File: config.mk
export PLATFORM = sky130hd
export DESIGN_NAME = sdpram_be
export DESIGN_NICKNAME = d
export VERILOG_FILES = /design/src/rtl/ram_pkg.sv /design/src/rtl/ram_clr_fsm.sv /design/src/rtl/sdpram_be.sv
export SDC_FILE = /design/constraint.sdc
export NUM_CORES = 2
export LEC_CHECK = 0
export CORE_MARGIN = 2
export CORE_UTILIZATION = 30
export CTS_CLUSTER_DIAMETER = 50
export CTS_CLUSTER_SIZE = 12
export DETAILED_ROUTE_END_ITERATION = 8
export HOLD_SLACK_MARGIN = 0.08
export RECOVER_POWER = 100
export SLEW_MARGIN = 30
export SYNTH_ARGS = -nofsm -noshare
export SYNTH_HDL_FRONTEND = slang
export SYNTH_SLANG_ARGS = --single-unit
File: constraint.sdc
create_clock -name clk -period 7.3 [get_ports clk]
set_input_delay 0.73 -clock clk [delete_from_list [all_inputs] [get_ports clk]]
set_output_delay 0.73 -clock clk [all_outputs]
set_load 0.02 [all_outputs]
File: src/rtl/ram_pkg.sv
// Shared definitions for the RAM family: clear-engine state encoding and
// helpers that derive lane count and address width from the parameters.
// Latency: n/a (types and constant functions only). Backpressure: n/a.
package ram_pkg;

    typedef enum logic {
        CLR_IDLE   = 1'b0,
        CLR_ACTIVE = 1'b1
    } clr_state_e;

    // Number of byte-enable lanes in a data word.
    function automatic int calc_nb(input int width, input int byte_w);
        return width / byte_w;
    endfunction

    // Address width; a single-word array still gets a 1-bit address.
    function automatic int calc_aw(input int depth);
        return (depth > 1) ? $clog2(depth) : 1;
    endfunction

    // Elaboration-time sanity check used by every RAM top: the word must
    // split into whole lanes.
    function automatic bit width_ok(input int width, input int byte_w);
        return (byte_w > 0) && ((width % byte_w) == 0);
    endfunction

endpackage

File: src/rtl/ram_clr_fsm.sv
// Clear engine: walks every word once, issuing a zero-write strobe per cycle.
// Latency: busy the cycle after rst/clr_req, for exactly DEPTH cycles.
// Backpressure: none; clr_req while busy is ignored, rst restarts from word 0.
//
// Ports: clk, rst (async, active high), clr_req (start pulse),
//        clr_busy (engine active), clr_we / clr_addr (zero-write strobe/address).
module ram_clr_fsm
    import ram_pkg::*;
#(
    parameter int DEPTH = 64,
    parameter int AW    = 6
) (
    input  logic          clk,
    input  logic          rst,
    input  logic          clr_req,
    output logic          clr_busy,
    output logic          clr_we,
    output logic [AW-1:0] clr_addr
);

    localparam logic [AW-1:0] LAST = AW'(DEPTH - 1);

    clr_state_e    state;
    logic [AW-1:0] cnt;

    always_ff @(posedge clk or posedge rst) begin
        if (rst) begin
            state <= CLR_ACTIVE;
            cnt   <= '0;
        end else begin
            case (state)
                CLR_IDLE: begin
                    if (clr_req) begin
                        state <= CLR_ACTIVE;
                        cnt   <= '0;
                    end
                end
                CLR_ACTIVE: begin
                    // The word at LAST is written this cycle; leave next cycle.
                    if (cnt == LAST) begin
                        state <= CLR_IDLE;
                    end else begin
                        cnt <= cnt + AW'(1);
                    end
                end
                default: begin
                    state <= CLR_ACTIVE;
                    cnt   <= '0;
                end
            endcase
        end
    end

    assign clr_busy = (state == CLR_ACTIVE);
    assign clr_we   = clr_busy;
    assign clr_addr = cnt;

endmodule

File: src/rtl/sdpram_be.sv
// Simple-dual-port RAM with per-lane write enables and a built-in clear engine.
// Latency: read 1 cycle (SYNC_READ=1) or combinational (SYNC_READ=0).
// Backpressure: none; while clr_busy, writes are dropped and reads not accepted.
//
// Ports: clk, rst (async, active high); clr_req/clr_busy start and track a
//        full-array zero fill; wr_en/wr_addr/wr_data/wr_be write port;
//        rd_en/rd_addr read request, rd_data/rd_valid read result.
// Option: define SDPRAM_FWD_EN for write-first (per-lane) forwarding on a
//         same-cycle same-address read/write; otherwise reads return old data.
module sdpram_be
    import ram_pkg::*;
#(
    parameter int WIDTH     = 64,
    parameter int DEPTH     = 64,
    parameter int BYTE_W    = 8,
    parameter int SYNC_READ = 1,
    localparam int NB       = calc_nb(WIDTH, BYTE_W),
    localparam int AW       = calc_aw(DEPTH)
) (
    input  logic             clk,
    input  logic             rst,
    input  logic             clr_req,
    output logic             clr_busy,
    input  logic             wr_en,
    input  logic [AW-1:0]    wr_addr,
    input  logic [WIDTH-1:0] wr_data,
    input  logic [NB-1:0]    wr_be,
    input  logic             rd_en,
    input  logic [AW-1:0]    rd_addr,
    output logic [WIDTH-1:0] rd_data,
    output logic             rd_valid
);

    if (!width_ok(WIDTH, BYTE_W)) begin : g_width_check
        $error("sdpram_be: WIDTH must be a non-zero multiple of BYTE_W");
    end

    // DEPTH need not be a power of two, so range checks compare against it
    // with one extra bit of headroom.
    localparam logic [AW:0] DEPTH_W = (AW + 1)'(DEPTH);

    logic             clr_we;
    logic [AW-1:0]    clr_addr;
    logic             wr_ok;
    logic             rd_ok;
    logic             rd_in_range;
    logic [WIDTH-1:0] stored_word;
    logic [WIDTH-1:0] rd_word;

    logic [WIDTH-1:0] mem [DEPTH];

    ram_clr_fsm #(
        .DEPTH (DEPTH),
        .AW    (AW)
    ) u_clr_fsm (
        .clk      (clk),
        .rst      (rst),
        .clr_req  (clr_req),
        .clr_busy (clr_busy),
        .clr_we   (clr_we),
        .clr_addr (clr_addr)
    );

    assign wr_ok       = wr_en & ~clr_busy & ({1'b0, wr_addr} < DEPTH_W);
    assign rd_ok       = rd_en & ~clr_busy;
    assign rd_in_range = ({1'b0, rd_addr} < DEPTH_W);

    // Array has no reset; the clear engine owns it while busy.
    always_ff @(posedge clk) begin
        if (clr_we) begin
            mem[clr_addr] <= '0;
        end else if (wr_ok) begin
            for (int k = 0; k < NB; k++) begin
                if (wr_be[k]) begin
                    mem[wr_addr][k*BYTE_W +: BYTE_W] <= wr_data[k*BYTE_W +: BYTE_W];
                end
            end
        end
    end

    assign stored_word = rd_in_range ? mem[rd_addr] : '0;

`ifdef SDPRAM_FWD_EN
    // Write-first per lane: lanes being written this cycle bypass the array.
    always_comb begin
        rd_word = stored_word;
        for (int k = 0; k < NB; k++) begin
            if (wr_ok && (wr_addr == rd_addr) && wr_be[k]) begin
                rd_word[k*BYTE_W +: BYTE_W] = wr_data[k*BYTE_W +: BYTE_W];
            end
        end
    end
`else
    assign rd_word = stored_word;
`endif

    if (SYNC_READ != 0) begin : g_sync_read
        logic [WIDTH-1:0] rd_data_q;
        logic             rd_valid_q;

        // rd_data holds the last accepted result until the next accepted read.
        always_ff @(posedge clk or posedge rst) begin
            if (rst) begin
                rd_data_q  <= '0;
                rd_valid_q <= 1'b0;
            end else begin
                rd_valid_q <= rd_ok;
                if (rd_ok) begin
                    rd_data_q <= rd_word;
                end
            end
        end

        assign rd_data  = rd_data_q;
        assign rd_valid = rd_valid_q;
    end else begin : g_comb_read
        assign rd_data  = rd_ok ? rd_word : '0;
        assign rd_valid = rd_ok;
    end

endmodule

==> results.py <==
metrics = {
    "clocking": {
        "cts_resized": 0,
        "cts_hold_buf": 0,
        "h-tree-depth": 5,
        "clk_pin_slew_ps": 60,
        "clk-insertion-delay-late_ps": 1000,
        "cts_inserted_buffers": 427,
        "clockBufferDepth": 4,
        "cts_tree": "built",
        "postCtsSetupBuffers": 0,
        "cts_sinks": 4168,
        "root_buffer": "clkbuf_16",
    },
    "synth": {
        "synth_edf_count": 4096,
        "ys_types": 39,
        "synth_area_um2": 160600,
        "synth_cells": 7813,
        "yosysWarnings": 0,
        "avgSynthCellArea_um2": 20.55,
        "synthFlopType": "edfxtp_1",
        "ys_seq_area_frac": 0.7773,
        "ys_ff_latch": 4168,
        "syn_nets": 7903,
        "synthArstFlopShare": 0.01727,
    },
    "run": {
        "max_cap_violations": 57,
    },
    "sta": {
        "fmax_mhz": 165.3,
        "slew_headroom": -1.622,
        "drv_slew": 2597,
        "hold_viol_final": 0,
        "timing.final.crit_period_ps": 6048,
        "tightest_slew_ps": 3933,
        "skew_ps": 93.43,
        "rsz0062_at_grt": "false",
        "finalSetupViolCount": 0,
        "timing.final.crit_share": 0.8285,
        "setup_tns_ps": 0,
    },
    "power_and_ir_drop": {
        "power_frac_comb": 0.114,
        "clkPwrFrac": 0.367,
        "p_int_uw": 42130,
        "ir_drop_uv": 199.7,
        "leakage_uw": 0.05999,
        "p_sw_uw": 14460,
        "swShare": 0.2555,
        "p_per_area_nw_per_um2": 307.6,
        "p_seq_frac": 0.519,
    },
    "global_route": {
        "met3_usage": 0.04181,
        "grt_antenna_before_repair": 31,
        "grt_pass1_wl_mm": 630.1,
        "grt_max_degree": 141,
        "grt_overflow": 0,
        "grt_usage": 0.1618,
        "use_met2": 0.2631,
        "grt_pass1_vias": 81234,
        "use_met1": 0.2088,
        "grt-busiest-layer": "met2",
    },
    "setup_path": {
        "critPathMaxFanout": 32,
        "crit_family": "buffers and inverters",
        "path_cells": "nand2b_1 -> a21oi_1 -> buf_16 -> buf_4 -> mux2_2 -> nand4_1 -> clkbuf_1 -> nor2_1",
        "arrival_ps": 6580,
        "path_buf_inv": 3,
        "crit_start": "u_clr_fsm.clr_busy",
        "setup.worst_path.class": "reg2reg",
        "r2r_slack_ps": 1250,
        "regToRegEndpoint": "mem[53][10]",
        "worstReg2RegStart": "u_clr_fsm.clr_busy",
        "slowest_delay_ps": 1670,
        "worst_setup_path_end_kind": "flip-flop",
        "cp.depth": 8,
        "reg2reg_depth": 8,
        "startpoint_type": "flip-flop",
        "crit_required_ps": 7830,
        "critical-path-slowest-cell": "clkbuf_1",
    },
    "die": {
        "core_area_um2": 532800,
        "chipHeight_um": 735.6,
        "num_rows": 268,
        "die_x_um": 735.6,
        "ios": 155,
        "die_area_um2": 541100,
        "start_util": 0.3013,
    },
    "finish": {
        "finalCoreUtilization": 0.3453,
        "area_growth_syn_to_layout_pct": 14.58,
        "post_route_cells_drive_above_1_share": 0.1811,
        "final_nets": 8257,
    },
    "worst_hold_path": {
        "hold_end": "rd_data[48]",
        "hold_depth": 1,
        "min-delay-start": "rd_data[48]",
        "hold_class": "reg2reg",
    },
    "placement": {
        "port_buffers": 154,
        "routabilityCongestion": 0.8581,
        "hpwl_mm": 292.0,
    },
    "route": {
        "route.detailed.drc": 0,
        "drt-initial-drc-count": 10435,
        "dr.pass1.iters": 5,
        "ant_nets": 0,
        "wl_per_cell_um": 29.25,
        "viasPerCell": 5.238,
        "vias": 81060,
        "drt-total-wl_mm": 452.6,
    },
    "run_status": {
        "violations": "max-capacitance violations, max-slew violations",
        "status": "finished with violations",
    },
}
cell usage in the layout (no fill, tap or decap), drive strengths merged, types with 18 or more instances in the layout:
master         count
a211oi           126
a21oi             75
a221o             64
a22oi            320
and2             128
buf              138
bufinv            26
clkbuf           665
clkdlybuf4s50     84
clkinv            74
clkinvlp          18
dfrtp             71
diode             39
dlygate4sd3       67
edfxtp          4096
inv               21
mux2i            585
mux4             768
nand2             71
nand3            133
nand4            128
nor2             523
o22ai            128
or3               66
Yosys cell counts (all sizes together) (5+ instances only):
master / instances / share of area
a211oi: 126 / 0.0059
a21oi: 75 / 0.0024
a221o: 64 / 0.0040
a22oi: 320 / 0.015
and2: 128 / 0.0050
buf: 205 / 0.0071
clkbuf: 280 / 0.0065
dfrtp: 71 / 0.011
edfxtp: 4096 / 0.77
mux2: 6 / 0.00042
mux2i: 585 / 0.037
mux4: 768 / 0.11
nand2: 71 / 0.0017
nand2b: 11 / 0.00043
nand3: 133 / 0.0041
nand4: 128 / 0.0050
nor2: 523 / 0.012
o21ai: 5 / 0.00016
o22ai: 128 / 0.0050
or3: 66 / 0.0026
stage by stage:
| stage | instance area, um2 | setup slack, ps | power, uW | std cells | hold WS (ps) |
|---|---|---|---|---|---|
| 3_3_place_gp | 171000 | 1330 | 36190 | 14741 | 504.8 |
| 4_1_cts | 184200 | 2224 | 56970 | 15426 | 205.7 |
| 6_report | 184000 | 1252 | 56590 | 15475 | 515.3 |
| 2_1_floorplan | 160600 | 4029 | 32900 | 7813 | 547.1 |
| 3_5_place_dp | 171200 | 1481 | 36420 | 14748 | 505.6 |
| 5_1_grt | 183900 | 1168 | 58220 | 15440 | 534.1 |
worst max-delay path by stage:
stage and endpoint:
6_report mem[53][10], 5_1_grt mem[13][6], 4_1_cts mem[51][37], 3_5_place_dp mem[35][3]
3_3_place_gp mem[52][10], 2_1_floorplan mem[0][10]
layout make-up:
class	instances	area, um2
flip-flops and latches	4168	124800
clock inverters	134	1733
clock buffers	544	11330
well taps	7020	8783
inverters	5	27.53
fillers	48776	348800
diodes	39	97.59
multi-input cells	3155	33760
repair buffers	410	3448
cells by family (layout without fill, tap and decap cells):
kind of cell | after synthesis | in the layout | share of synthesized area
simple gates | 1074 | 1074 | 0.03161
flops | 4168 | 4168 | 0.7773
xor+xnor | 2 | 2 | 0.0001091
other cells | 0 | 39 | 0
compound gates | 719 | 719 | 0.03240
buf+inv | 490 | 1093 | 0.01374
mux | 1359 | 1359 | 0.1448
fa+ha+maj | 1 | 1 | 0.00007791
routing by layer:
metal / wire [um] / vias up / part of all wire
met5: 230 / - / 0.00051
met4: 16670 / 6 / 0.037
met3: 45310 / 768 / 0.10
met2: 217000 / 4229 / 0.48
met1: 173400 / 42897 / 0.38
li1: - / 33160 / -
power groups by stage:
stage               combinational [uW]  clock (uW)  sequential, uW
finish                            6420       20800           29400
CTS                               6570       21000           29400
global route                      6760       22000           29500
global placement                  6390           0           29800
floorplan                         3350           0           29500
detailed placement                6580           0           29800
flip-flops by register name (all words and copies together), names as in the netlist:
register            cells
mem                  4096
rd_data                64
u_clr_fsm.clr_addr      6
rd_valid                1
u_clr_fsm.clr_busy      1
(Power assumes the default switching activity.)
